File: src/rtl/inport_conditioner.sv
// ----------------------------------------------------------------------------
// inport_conditioner
//   Conditions the raw board switches and the Stop push-button before they
//   reach the CPU datapath. Every raw input is brought into the Clock domain
//   through a flip-flop synchroniser. The switch word is then debounced as a
//   single unit, so only whole, settled words ever appear on inport_data. The
//   Stop level is debounced by an independent channel with the same rules.
//
// Ports
//   Clock          in   1      system clock, rising edge
//   Reset          in   1      asynchronous, active-high reset
//   sw_raw         in   WIDTH  raw switch levels (asynchronous, may bounce)
//   btn_stop_raw   in   1      raw Stop button level (asynchronous, may bounce)
//   inport_data    out  WIDTH  debounced switch word, registered
//   inport_changed out  1      1-cycle pulse when inport_data takes a new value
//   busy           out  1      high while the word channel is settling
//   stop_out       out  1      debounced Stop level, registered
//   stop_press     out  1      1-cycle pulse on a debounced 0->1 of stop_out
// ----------------------------------------------------------------------------
module inport_conditioner #(
    parameter int WIDTH        = 32,
    parameter int SYNC_STAGES  = 2,
    parameter int DEBOUNCE_CNT = 50000,
    parameter int CNT_W        = 16
) (
    input  logic             Clock,
    input  logic             Reset,
    input  logic [WIDTH-1:0] sw_raw,
    input  logic             btn_stop_raw,
    output logic [WIDTH-1:0] inport_data,
    output logic             inport_changed,
    output logic             busy,
    output logic             stop_out,
    output logic             stop_press
);

    // Reject configurations the counter or synchroniser cannot support.
    if (DEBOUNCE_CNT < 1) begin : g_bad_debounce
        $error("inport_conditioner: DEBOUNCE_CNT must be at least 1");
    end
    if (SYNC_STAGES < 2) begin : g_bad_sync
        $error("inport_conditioner: SYNC_STAGES must be at least 2");
    end
    if ((64'd1 << CNT_W) < 64'(DEBOUNCE_CNT)) begin : g_bad_cnt_w
        $error("inport_conditioner: CNT_W too narrow for DEBOUNCE_CNT-1");
    end

    localparam logic [CNT_W-1:0] CNT_MAX = CNT_W'(DEBOUNCE_CNT - 1);

    typedef enum logic {
        ST_STABLE = 1'b0,
        ST_SETTLE = 1'b1
    } state_t;

    // Synchroniser chains; index 0 is the stage fed by the raw pin.
    logic [SYNC_STAGES-1:0][WIDTH-1:0] r_sw_sync;
    logic [SYNC_STAGES-1:0]            r_stop_sync;
    logic [WIDTH-1:0]                  w_sw_s;
    logic                              w_stop_s;

    // Word channel
    state_t           r_state;
    state_t           w_state_next;
    logic [WIDTH-1:0] r_cand;
    logic [CNT_W-1:0] r_cnt;
    logic             w_load_cand;
    logic             w_cnt_inc;
    logic             w_commit;

    // Stop channel
    logic             r_stop_settle;
    logic             r_stop_cand;
    logic [CNT_W-1:0] r_stop_cnt;

    // ------------------------------------------------------------------
    // Synchronisers
    // ------------------------------------------------------------------
    always_ff @(posedge Clock or posedge Reset) begin
        if (Reset) begin
            r_sw_sync   <= '0;
            r_stop_sync <= '0;
        end else begin
            r_sw_sync   <= {r_sw_sync[SYNC_STAGES-2:0], sw_raw};
            r_stop_sync <= {r_stop_sync[SYNC_STAGES-2:0], btn_stop_raw};
        end
    end

    assign w_sw_s   = r_sw_sync[SYNC_STAGES-1];
    assign w_stop_s = r_stop_sync[SYNC_STAGES-1];

    // ------------------------------------------------------------------
    // Word FSM: state register
    // ------------------------------------------------------------------
    always_ff @(posedge Clock or posedge Reset) begin
        if (Reset) begin
            r_state <= ST_STABLE;
        end else begin
            r_state <= w_state_next;
        end
    end

    // ------------------------------------------------------------------
    // Word FSM: next state and datapath controls
    // ------------------------------------------------------------------
    always_comb begin
        w_state_next = r_state;
        w_load_cand  = 1'b0;
        w_cnt_inc    = 1'b0;
        w_commit     = 1'b0;
        case (r_state)
            ST_STABLE: begin
                if (w_sw_s != inport_data) begin
                    w_load_cand  = 1'b1;
                    w_state_next = ST_SETTLE;
                end
            end
            ST_SETTLE: begin
                if (w_sw_s != r_cand) begin
                    // Input moved again: restart the stability window.
                    w_load_cand = 1'b1;
                end else if (r_cnt == CNT_MAX) begin
                    w_state_next = ST_STABLE;
                    // A word that bounced back to the committed value
                    // finishes silently.
                    w_commit     = (r_cand != inport_data);
                end else begin
                    w_cnt_inc = 1'b1;
                end
            end
            default: w_state_next = ST_STABLE;
        endcase
    end

    assign busy = (r_state == ST_SETTLE);

    // ------------------------------------------------------------------
    // Word datapath: candidate, counter, committed word
    // ------------------------------------------------------------------
    always_ff @(posedge Clock or posedge Reset) begin
        if (Reset) begin
            r_cand         <= '0;
            r_cnt          <= '0;
            inport_data    <= '0;
            inport_changed <= 1'b0;
        end else begin
            inport_changed <= w_commit;
            if (w_load_cand) begin
                r_cand <= w_sw_s;
                r_cnt  <= '0;
            end else if (w_cnt_inc) begin
                r_cnt <= r_cnt + 1'b1;
            end
            if (w_commit) begin
                inport_data <= r_cand;
            end
        end
    end

    // ------------------------------------------------------------------
    // Stop channel: same restart/commit rules as the word, one bit wide
    // ------------------------------------------------------------------
    always_ff @(posedge Clock or posedge Reset) begin
        if (Reset) begin
            r_stop_settle <= 1'b0;
            r_stop_cand   <= 1'b0;
            r_stop_cnt    <= '0;
            stop_out      <= 1'b0;
            stop_press    <= 1'b0;
        end else begin
            stop_press <= 1'b0;
            if (!r_stop_settle) begin
                if (w_stop_s != stop_out) begin
                    r_stop_cand   <= w_stop_s;
                    r_stop_cnt    <= '0;
                    r_stop_settle <= 1'b1;
                end
            end else if (w_stop_s != r_stop_cand) begin
                r_stop_cand <= w_stop_s;
                r_stop_cnt  <= '0;
            end else if (r_stop_cnt == CNT_MAX) begin
                r_stop_settle <= 1'b0;
                if (r_stop_cand != stop_out) begin
                    stop_out   <= r_stop_cand;
                    // Pulse only on the press, never on the release.
                    stop_press <= r_stop_cand;
                end
            end else begin
                r_stop_cnt <= r_stop_cnt + 1'b1;
            end
        end
    end

endmodule

File: config.mk
export PLATFORM = sky130hd
export DESIGN_NAME = inport_conditioner
export DESIGN_NICKNAME = d
export VERILOG_FILES = /design/src/rtl/inport_conditioner.sv
export SDC_FILE = /design/constraint.sdc
export NUM_CORES = 1
export LEC_CHECK = 0
export CAP_MARGIN = 20
export CORE_UTILIZATION = 61
export CTS_CLUSTER_DIAMETER = 50
export DETAILED_ROUTE_END_ITERATION = 6
export PLACE_DENSITY = 0.93
export SKIP_CTS_REPAIR_TIMING = 1
export SLEW_MARGIN = 20
export SYNTH_ARGS = -nofsm -noshare
export SYNTH_HDL_FRONTEND = slang
export SYNTH_SLANG_ARGS = --single-unit
File: constraint.sdc
create_clock -name Clock -period 16.8 [get_ports Clock]
set_input_delay 4.2 -clock Clock [delete_from_list [all_inputs] [get_ports Clock]]
set_output_delay 4.2 -clock Clock [all_outputs]
set_load 0.01 [all_outputs]
==> flow_summary.json <==
{
  "finalHoldViolCount": 0,
  "relSlewSlack": 0.295,
  "synthToLayoutAreaGrowth_pct": 19.1,
  "holdCritStartpoint": "r_sw_sync[12]$_DFF_PP0_",
  "rr_worst_depth": 6,
  "gp_congestion": 0.817,
  "path_class": "primary input to async pin",
  "ys_types": 48,
  "htree_levels": 4,
  "wirelength_mm": 15.7,
  "min_path_type": "register to register",
  "dpl.hpwl_mm": 10.2,
  "regToRegSetupSlack_ns": 13.87,
  "cts_tree": "yes",
  "grt_usage": 0.275,
  "grt_pass1_vias": 4902,
  "cpPeakStageDelay_ns": 0.85,
  "pwr-share-clk": 0.459,
  "r2r_start": "r_cand[27]$_DFFE_PP0P_",
  "status": "complete, but fails checks",
  "async_flop_share": 1.00,
  "ant_nets": 0,
  "p_per_area_mw_per_mm2": 101,
  "clock-root-buffer": "clkbuf_16",
  "setup-tns-final_ns": 0,
  "routedWlPerCell_um": 19.9,
  "period_share": 0.343,
  "setup.worst_path.end_class": "async pin",
  "arrival_ns": 6.17,
  "totalPowerFinal_w": 0.000880,
  "drv_slew": 0,
  "initial_utilization": 0.635,
  "leakage_nw": 3.96,
  "dpl.cell_count": 761,
  "synth_top_area_frac": 0.573,
  "critPathLaunchType": "primary input",
  "violations": "design-rule violations",
  "yosysWarnings": 0,
  "drv_cap": 0,
  "seqPwrFrac": 0.491,
  "cts.clk_slew.worst_paths_ns": 0.06,
  "netlist_area_mm2": 0.00734,
  "numPortBuffers": 70,
  "crit_fanout": 93,
  "synthCells": 559,
  "dp_slack_ns": 10.50,
  "die_h_um": 112,
  "final_nets": 675,
  "num_vias": 4768,
  "setup_viol": 0,
  "drt_iter0_markers": 356,
  "grt_pass1_wl_mm": 26.1,
  "ir_drop_uv": 76.7,
  "avgSynthCellArea_um2": 13.1,
  "insertion_delay_ns": 0.42,
  "dr.pass1.iters": 7,
  "r2r_end": "r_cand[24]$_DFFE_PP0P_",
  "ys_ff_latch": 168,
  "cts.path.max_buffers": 2,
  "power_switching_w": 0.000186,
  "drc_errors": 4,
  "fp.coreArea_mm2": 0.0116,
  "antenna_cells": 0,
  "boundaryPins": 71,
  "crit_chain": "clkdlybuf4s50_1, inv_6, buf_4",
  "layout_commonest_cell": "dfrtp_1",
  "fin_util": 0.756,
  "worst_pin_slew_ns": 1.06,
  "synth_top_area_cell": "dfrtp_1",
  "setup_ws_ns": 11.04,
  "grt_overflow": 0,
  "rsz0062_at_grt": "false",
  "rows": 39,
  "required_ns": 17.21,
  "fp.dieArea_mm2": 0.0125,
  "whs_path_depth": 0,
  "post-route-min-period_ns": 5.76,
  "antenna_found_initial": 0,
  "clock_sinks": 168,
  "fmax_mhz": 174,
  "syn-num-nets": 597,
  "die_w_um": 112,
  "via_per_inst": 6.04,
  "grt_max_degree": 94,
  "power.internal_w": 0.000694,
  "fin_worst_skew_ns": 0.00739,
  "cts_buffers": 17,
  "power_frac_comb": 0.050,
  "layout-drive-gt1-share": 0.161,
  "ys.flop_type": "dfrtp_1",
  "switching_share": 0.212,
  "final_cell_mix": "168 x dfrtp_1, 70 x clkdlybuf4s50_1, 67 x xor2_1, 41 x xnor2_1, 39 x mux2_4",
  "synth_area_leaders": "dfrtp_1 57%, xor2_1 8.0%, mux2_4 8.0%",
  "stdcell_count": 790,
  "worst_path_max_delay_cell": "buf_4",
  "synth.yosys.seq_area_share": 0.573,
  "worstHoldEndpoint": "w_sw_s[12]$_DFF_PP0_",
  "synth_edf_count": 0
}
## cells in the mapped netlist (2+ instances only)
master    instances
ha_1              3
buf_6             7
nand3b_1          5
a22o_1            3
mux2_4           39
nor4b_1           2
buf_2             3
o21a_1            3
xor2_1           67
xnor2_1          41
nor4_1           19
nor2_1           22
and3_1            9
and3b_1           2
mux2_2           25
a21o_1            2
or3_1             4
a21oi_1           3
nor3_1           15
nand3_1          19
inv_1             6
a221o_1           3
nor2b_1           3
nand4_1          14
o31ai_1           2
o21ai_0          16
and2_1            3
nand2_1          29
dfrtp_1         168
o21bai_1          2
clkbuf_1          3
## worst max-delay path: cells and delay by family
| kind | cells | cell delay (ns) |
|---|---|---|
| buffers and inverters | 3 | 1.91 |
## through the flow
step	hold slack [ns]	area, um2
2_1_floorplan	0.331	7340
3_3_place_gp	0.332	8130
4_1_cts	0.345	8740
5_1_grt	0.351	8740
6_report	0.342	8740
3_5_place_dp	0.335	8130
## power by group through the flow
stage               Sequential [W]  Combinational (W)  Clock (W)
finish                    0.000432          0.0000441   0.000404
global route              0.000434          0.0000489   0.000425
CTS                       0.000432          0.0000447   0.000407
detailed placement        0.000439          0.0000433          0
global placement          0.000437          0.0000416          0
floorplan                 0.000435          0.0000275          0
## worst max-delay path by stage
stage | end | slack [ns] | startpoint | depth (start not counted)
6_report | w_sw_s[6]$_DFF_PP0_ | 11.04 | Reset | 3
5_1_grt | r_cnt[4]$_DFFE_PP0P_ | 10.67 | Reset | 3
4_1_cts | r_cand[5]$_DFFE_PP0P_ | 10.95 | Reset | 3
3_5_place_dp | r_cand[7]$_DFFE_PP0P_ | 10.50 | Reset | 3
3_3_place_gp | inport_data[14]$_DFFE_PP0P_ | 10.56 | Reset | 3
2_1_floorplan | busy$_DFF_PP0_ | 8.05 | Reset | 1
## metal layers
metal / share of wire / vias to the layer above / global-route usage
met5: 0 / - / 0
met4: 0.020 / 0 / 0.0793
met3: 0.044 / 35 / 0.0708
met2: 0.51 / 167 / 0.456
met1: 0.42 / 2464 / 0.359
li1: - / 2102 / -
## cell type report
class,count,area (um2)
flip-flops and latches,168,4200
multi-input cells,370,3000
fillers,689,2820
repair buffers,73,723
clock buffers,21,460
well taps,143,179
clock inverters,8,148
inverters,7,31.3
## sequential cells by signal, summed over array words and instances, names as in the netlist
register        flops
r_stop_cnt         16
inport_data        32
busy                1
r_sw_sync          32
r_stop_settle       1
w_sw_s             32
r_cand             32
stop_press          1
stop_out            1
r_stop_sync         2
inport_changed      1
r_cnt              16
r_stop_cand         1
## cells by family after synthesis
kind of cell / after synthesis / synth area share
flops: 168 / 0.573
fa+ha+maj: 3 / 0.00511
buf+inv: 21 / 0.0189
xor+xnor: 108 / 0.129
compound gates: 39 / 0.0384
mux: 64 / 0.118
simple gates: 156 / 0.118
No activity file was read; power rests on OpenSTA's default activity.
==> patch 1: new RTL, same flow settings <==
Set the parameter `WIDTH` to 64 (it was 32).
--- a/src/rtl/inport_conditioner.sv
+++ b/src/rtl/inport_conditioner.sv
@@ -20,3 +20,3 @@
 module inport_conditioner #(
-    parameter int WIDTH        = 32,
+    parameter int WIDTH        = 64,
     parameter int SYNC_STAGES  = 2,
Interface: changed (resized inport_data and sw_raw); port bits go from 71 to 135. No check against the original RTL was run, so the function may have changed too.
==> patch 1 against the unedited design <==
- worst setup slack got worse by 0.10 ns
- core utilization increased by 0.97 points
- non-clock buffer count up 66
- synthesized area rose by 68%
- routed wire length increased by 89%
- sequential cell count grew 128
- global-route usage increased by 2.7 points
- design area up 72%
- sequential share of layout area increased by 1.1 points
- power rose by 81%
- largest cell class unchanged
- largest power group unchanged
==> patch 1: results (changes against the unedited design) <==
\begin{tabular}{lr}
\hline
Metric & Value \\
\hline
\multicolumn{2}{l}{\textbf{Run status}} \\
\quad Outcome & finished clean \\
\multicolumn{2}{l}{\textbf{Route}} \\
\quad Met2 wire length & 14.6 mm (+82\%) \\
\quad Final wirelength & 29.7 mm (+89\%) \\
\quad Detailed-routed wire length on met3 & 2.39 mm (+250\%) \\
\quad Total vias in the final route & 8100 (+70\%) \\
\multicolumn{2}{l}{\textbf{Critical path}} \\
\quad Cell type of the slowest stage on the worst timing path & clkdlybuf4s50\_1 \\
\quad Source of the worst register-to-register timing path & r\_cand[25]\$\_DFFE\_PP0P\_ \\
\quad Maximum net fanout on the critical path & 5 (-95\%) \\
\quad End of the worst register-to-register path & inport\_data[28]\$\_DFFE\_PP0P\_ \\
\quad Biggest cell delay along the critical path & 0.61 ns (-0.24 ns) \\
\quad Arrival time worst endpoint & 1.66 ns (-4.51 ns) \\
\multicolumn{2}{l}{\textbf{Yosys}} \\
\quad Nets in the synthesized netlist & 1000 (+68\%) \\
\quad Xor and xnor area share after synthesis & 12.1\% (-0.82 points) \\
\quad Post-synthesis sequential area ratio & 60.0\% (+2.7 points) \\
\quad Top cells by count, synth & dfrtp\_1, xnor2\_1, xor2\_1 \\
\quad Arithmetic-cell share of the synthesized area counting full adders, half adders and majority gates & 0.304\% (-0.21 points) \\
\quad Number of unique standard cell types used by synthesis & 49 (+2.1\%) \\
\quad Area contributors post-synth & dfrtp\_1, xnor2\_1, mux2\_2 \\
\quad Compound-Gate Fraction of Synth Area & 3.68\% (-0.15 points) \\
\multicolumn{2}{l}{\textbf{Timing}} \\
\quad Slew at the pin closest to its max-slew limit & 0.975 ns (-0.0801 ns) \\
\quad Clock tree skew after final layout & 0.0233 ns (+0.0159 ns) \\
\multicolumn{2}{l}{\textbf{Global route}} \\
\quad Maximum number of pins on one net before global-route repair & 159 (+69\%) \\
\quad Number of global-route vias before repair & 8305 (+69\%) \\
\quad All-Layer GR Usage & 30.3\% (+2.7 points) \\
\multicolumn{2}{l}{\textbf{Finish}} \\
\quad Number of inserted filler cells in the final layout & 1155 (+68\%) \\
\quad Fraction of layout instances using a drive strength above 1 & 11.5\% (-4.6 points) \\
\multicolumn{2}{l}{\textbf{Placement}} \\
\quad Post-detailed-placement half-perimeter wirelength & 19.6 mm (+92\%) \\
\quad Placement Setup Slack & 10.19 ns (-0.310 ns) \\
\quad Last weighted congestion value of the routability-driven placer & 0.956 (+17\%) \\
\multicolumn{2}{l}{\textbf{Clock network}} \\
\quad Maximum clock path buffer count & 3 (+1) \\
\quad Worst-skew pair later-pin latency & 0.56 ns (+0.14 ns) \\
\quad TritonCTS buffer count & 30 (+13) \\
\multicolumn{2}{l}{\textbf{Power}} \\
\quad Worst supply voltage drop on vdd & 107 uV (+39\%) \\
\multicolumn{2}{l}{\textbf{Worst hold path}} \\
\quad Hold\_sp & r\_sw\_sync[39]\$\_DFF\_PP0\_ \\
\quad Capture endpoint of the worst hold path & w\_sw\_s[39]\$\_DFF\_PP0\_ \\
\hline
\end{tabular}
-- patch 1: changes by cell type after synthesis, moves of 6 or more --
cell,unedited run,this run
a21oi_1,3,9
dfrtp_1,168,296
inv_1,6,30
mux2_1,0,62
mux2_2,25,64
mux2_4,39,0
nand2_1,29,37
nand2b_1,1,10
nand4_1,14,36
nor2b_1,3,17
nor4_1,19,28
o22ai_1,0,7
xnor2_1,41,105
-- patch 1: stage by stage --
stage,power (W),cell area [um^2]
floorplan,0.000816,12300
global placement,0.000851,13900
detailed placement,0.000855,13900
CTS,0.00160,15000
global route,0.00164,15000
finish,0.00159,15000
-- patch 1: layout make-up --
class | count | area (um^2) | share of cell area (%)
clock buffer | 39 | 856 | 5.69
tap | 265 | 332 | 2.20
sequential | 296 | 7410 | 49.2
multi-input combinational | 586 | 4660 | 31.0
clock inverter | 16 | 272 | 1.80
timing repair buffer | 139 | 1400 | 9.30
inverter | 30 | 125 | 0.831
-- patch 1: logic make-up (layout without fill, tap and decap cells) --
| family | after synthesis | count (layout) |
|---|---|---|
| simple gates | 218 | 218 |
| fa+ha+maj | 3 | 3 |
| compound gates | 65 | 65 |
| flops | 296 | 296 |
| xor+xnor | 170 | 170 |
| buf+inv | 48 | 224 |
| mux | 130 | 130 |
-- patch 1: worst max path at each step --
stage | start | to | slack, ns | depth (start not counted)
6_report | inport_data[20]$_DFFE_PP0P_ | inport_data[20] | 10.94 | 1
5_1_grt | inport_data[26]$_DFFE_PP0P_ | inport_data[26] | 10.90 | 1
4_1_cts | Reset | r_sw_sync[29]$_DFF_PP0_ | 10.76 | 3
3_5_place_dp | Reset | w_sw_s[31]$_DFF_PP0_ | 10.19 | 3
3_3_place_gp | Reset | r_sw_sync[31]$_DFF_PP0_ | 10.26 | 3
2_1_floorplan | Reset | busy$_DFF_PP0_ | 4.42 | 1
-- patch 1: where the power goes --
part	total (W)	internal [W]	switching, W
sequential	0.000765	0.000738	0.0000266
combinational	0.0000815	0.0000391	0.0000424
clock	0.000747	0.000467	0.000280
total	0.00159	0.00124	0.000349
-- patch 1: metal layers --
metal / up-vias / GRT usage [%]
met4: 0 / 10.9
met1: 4071 / 39.0
li1: 3572 / -
met5: - / 0
met2: 382 / 50.9
met3: 75 / 6.26
==> patch 2: new RTL, same settings <==
Without the edit above. Add an input register stage for `sw_raw` and `btn_stop_raw`, without a reset; this delays them by one clock.
--- a/src/rtl/inport_conditioner.sv
+++ b/src/rtl/inport_conditioner.sv
@@ -36,2 +36,10 @@
 
+    logic [WIDTH-1:0] sw_raw_q;
+    logic btn_stop_raw_q;
+
+    always_ff @(posedge Clock) begin
+        sw_raw_q       <= sw_raw;
+        btn_stop_raw_q <= btn_stop_raw;
+    end
+
     // Reject configurations the counter or synchroniser cannot support.
@@ -82,4 +90,4 @@
         end else begin
-            r_sw_sync   <= {r_sw_sync[SYNC_STAGES-2:0], sw_raw};
-            r_stop_sync <= {r_stop_sync[SYNC_STAGES-2:0], btn_stop_raw};
+            r_sw_sync   <= {r_sw_sync[SYNC_STAGES-2:0], sw_raw_q};
+            r_stop_sync <= {r_stop_sync[SYNC_STAGES-2:0], btn_stop_raw_q};
         end
Function: changed (Yosys sat finds a counterexample within 4 cycles, from zero or initial values and one cycle with Reset high).
==> patch 2 against the unedited design <==
- routed wire length rose by 9.6%
- power rose by 21%
- combinational power fell by 5.9%
- via count rose by 5.8%
- synthesized area rose by 7.9%
- first-iteration DRC count fell by 3.1%
- critical path depth fell by 2
- design area rose by 9.6%
- worst setup slack got worse by 0.010 ns
- sequential cell count rose by 33
- critical endpoint is now inport_data[6]
- critical path type is now reg2out
==> patch 2: results (changes against the unedited design) <==
\begin{tabular}{lr}
\hline
Metric & Value \\
\hline
\multicolumn{2}{l}{\textbf{Route}} \\
\quad Initial DRC count & 345 (-3.1\%) \\
\quad Avg WL per Cell & 19.9 um (+0.12\%) \\
\quad Drt via density & 5.83 (-3.3\%) \\
\quad Total vias in the final route & 5046 (+5.8\%) \\
\multicolumn{2}{l}{\textbf{Placement}} \\
\quad DP Cell Count & 827 (+8.7\%) \\
\quad Post-detailed-placement half-perimeter wirelength & 10.8 mm (+5.9\%) \\
\quad Placement Setup Slack & 10.54 ns (+0.0323 ns) \\
\multicolumn{2}{l}{\textbf{Critical path}} \\
\quad Cell type of the slowest stage on the worst timing path & clkdlybuf4s50\_1 \\
\quad Worst setup path endpoint & inport\_data[6] \\
\quad Startpoint of the most critical setup path & inport\_data[6]\$\_DFFE\_PP0P\_ \\
\quad Maximum net fanout on the critical path & 4 (-96\%) \\
\quad End of the worst register-to-register path & r\_cand[23]\$\_DFFE\_PP0P\_ \\
\quad Arrival time worst endpoint & 1.57 ns (-4.60 ns) \\
\multicolumn{2}{l}{\textbf{Finish}} \\
\quad Net count, final & 716 (+6.1\%) \\
\quad Fraction of layout instances using a drive strength above 1 & 15.7\% (-0.35 points) \\
\multicolumn{2}{l}{\textbf{Timing}} \\
\quad Final Hold Slack & 0.324 ns (-0.0187 ns) \\
\quad Final clock period utilization by the worst path & 34.3\% (+0.061 points) \\
\quad Clock tree skew after final layout & 0.0161 ns (+0.00875 ns) \\
\multicolumn{2}{l}{\textbf{Yosys}} \\
\quad Share of flip-flops with an asynchronous set or reset after synthesis & 83.6\% (-16 points) \\
\quad Area contributors post-synth & dfrtp\_1, xor2\_1, dfxtp\_1 \\
\quad Post-synthesis sequential area ratio & 61.4\% (+4.1 points) \\
\multicolumn{2}{l}{\textbf{Global route}} \\
\quad Maximum number of pins on one net before global-route repair & 98 (+4.3\%) \\
\quad All-Layer GR Usage & 27.2\% (-0.29 points) \\
\multicolumn{2}{l}{\textbf{Run status}} \\
\quad Outcome & finished clean \\
\multicolumn{2}{l}{\textbf{Power}} \\
\quad Cell leakage power & 4.32 nW (+9.0\%) \\
\multicolumn{2}{l}{\textbf{Worst hold path}} \\
\quad Capture endpoint of the worst hold path & r\_sw\_sync[4]\$\_DFF\_PP0\_ \\
\multicolumn{2}{l}{\textbf{Clock network}} \\
\quad TritonCTS buffer count & 21 (+4) \\
\hline
\end{tabular}
patch 2: cell count changes after synthesis, moves of 6 or more:
cell      unedited run  this run
clkbuf_1             3         9
and3_1               9        18
nor4_1              19        27
mux2_2              25        31
xor2_1              67        96
xnor2_1             41        12
nor3_1              15         8
mux2_4              39        30
dfxtp_1              0        33
patch 2: metal layers:
metal / share of wire [%] / global-route usage [%] / vias to the layer above
li1: - / - / 2252
met4: 2.2 / 8.38 / 0
met2: 51 / 46.7 / 186
met3: 5.1 / 3.97 / 32
met1: 42 / 36.1 / 2576
met5: 0 / 0 / -
patch 2: layout make-up:
cell class                      count  area [um^2]
Clock buffer                       25          561
Clock inverter                     13          213
Fill cell                         745         3030
Inverter                            4         20.0
Multi-Input combinational cell    376         2980
Sequential cell                   201         4860
Tap cell                          172          215
Timing Repair Buffer               74          731
patch 2: report_power, final:
part / internal, W / switching, W / leakage [nW]
clock: 0.000318 / 0.000189 / 0.381
sequential: 0.000501 / 0.0000160 / 2.38
combinational: 0.0000194 / 0.0000220 / 1.55
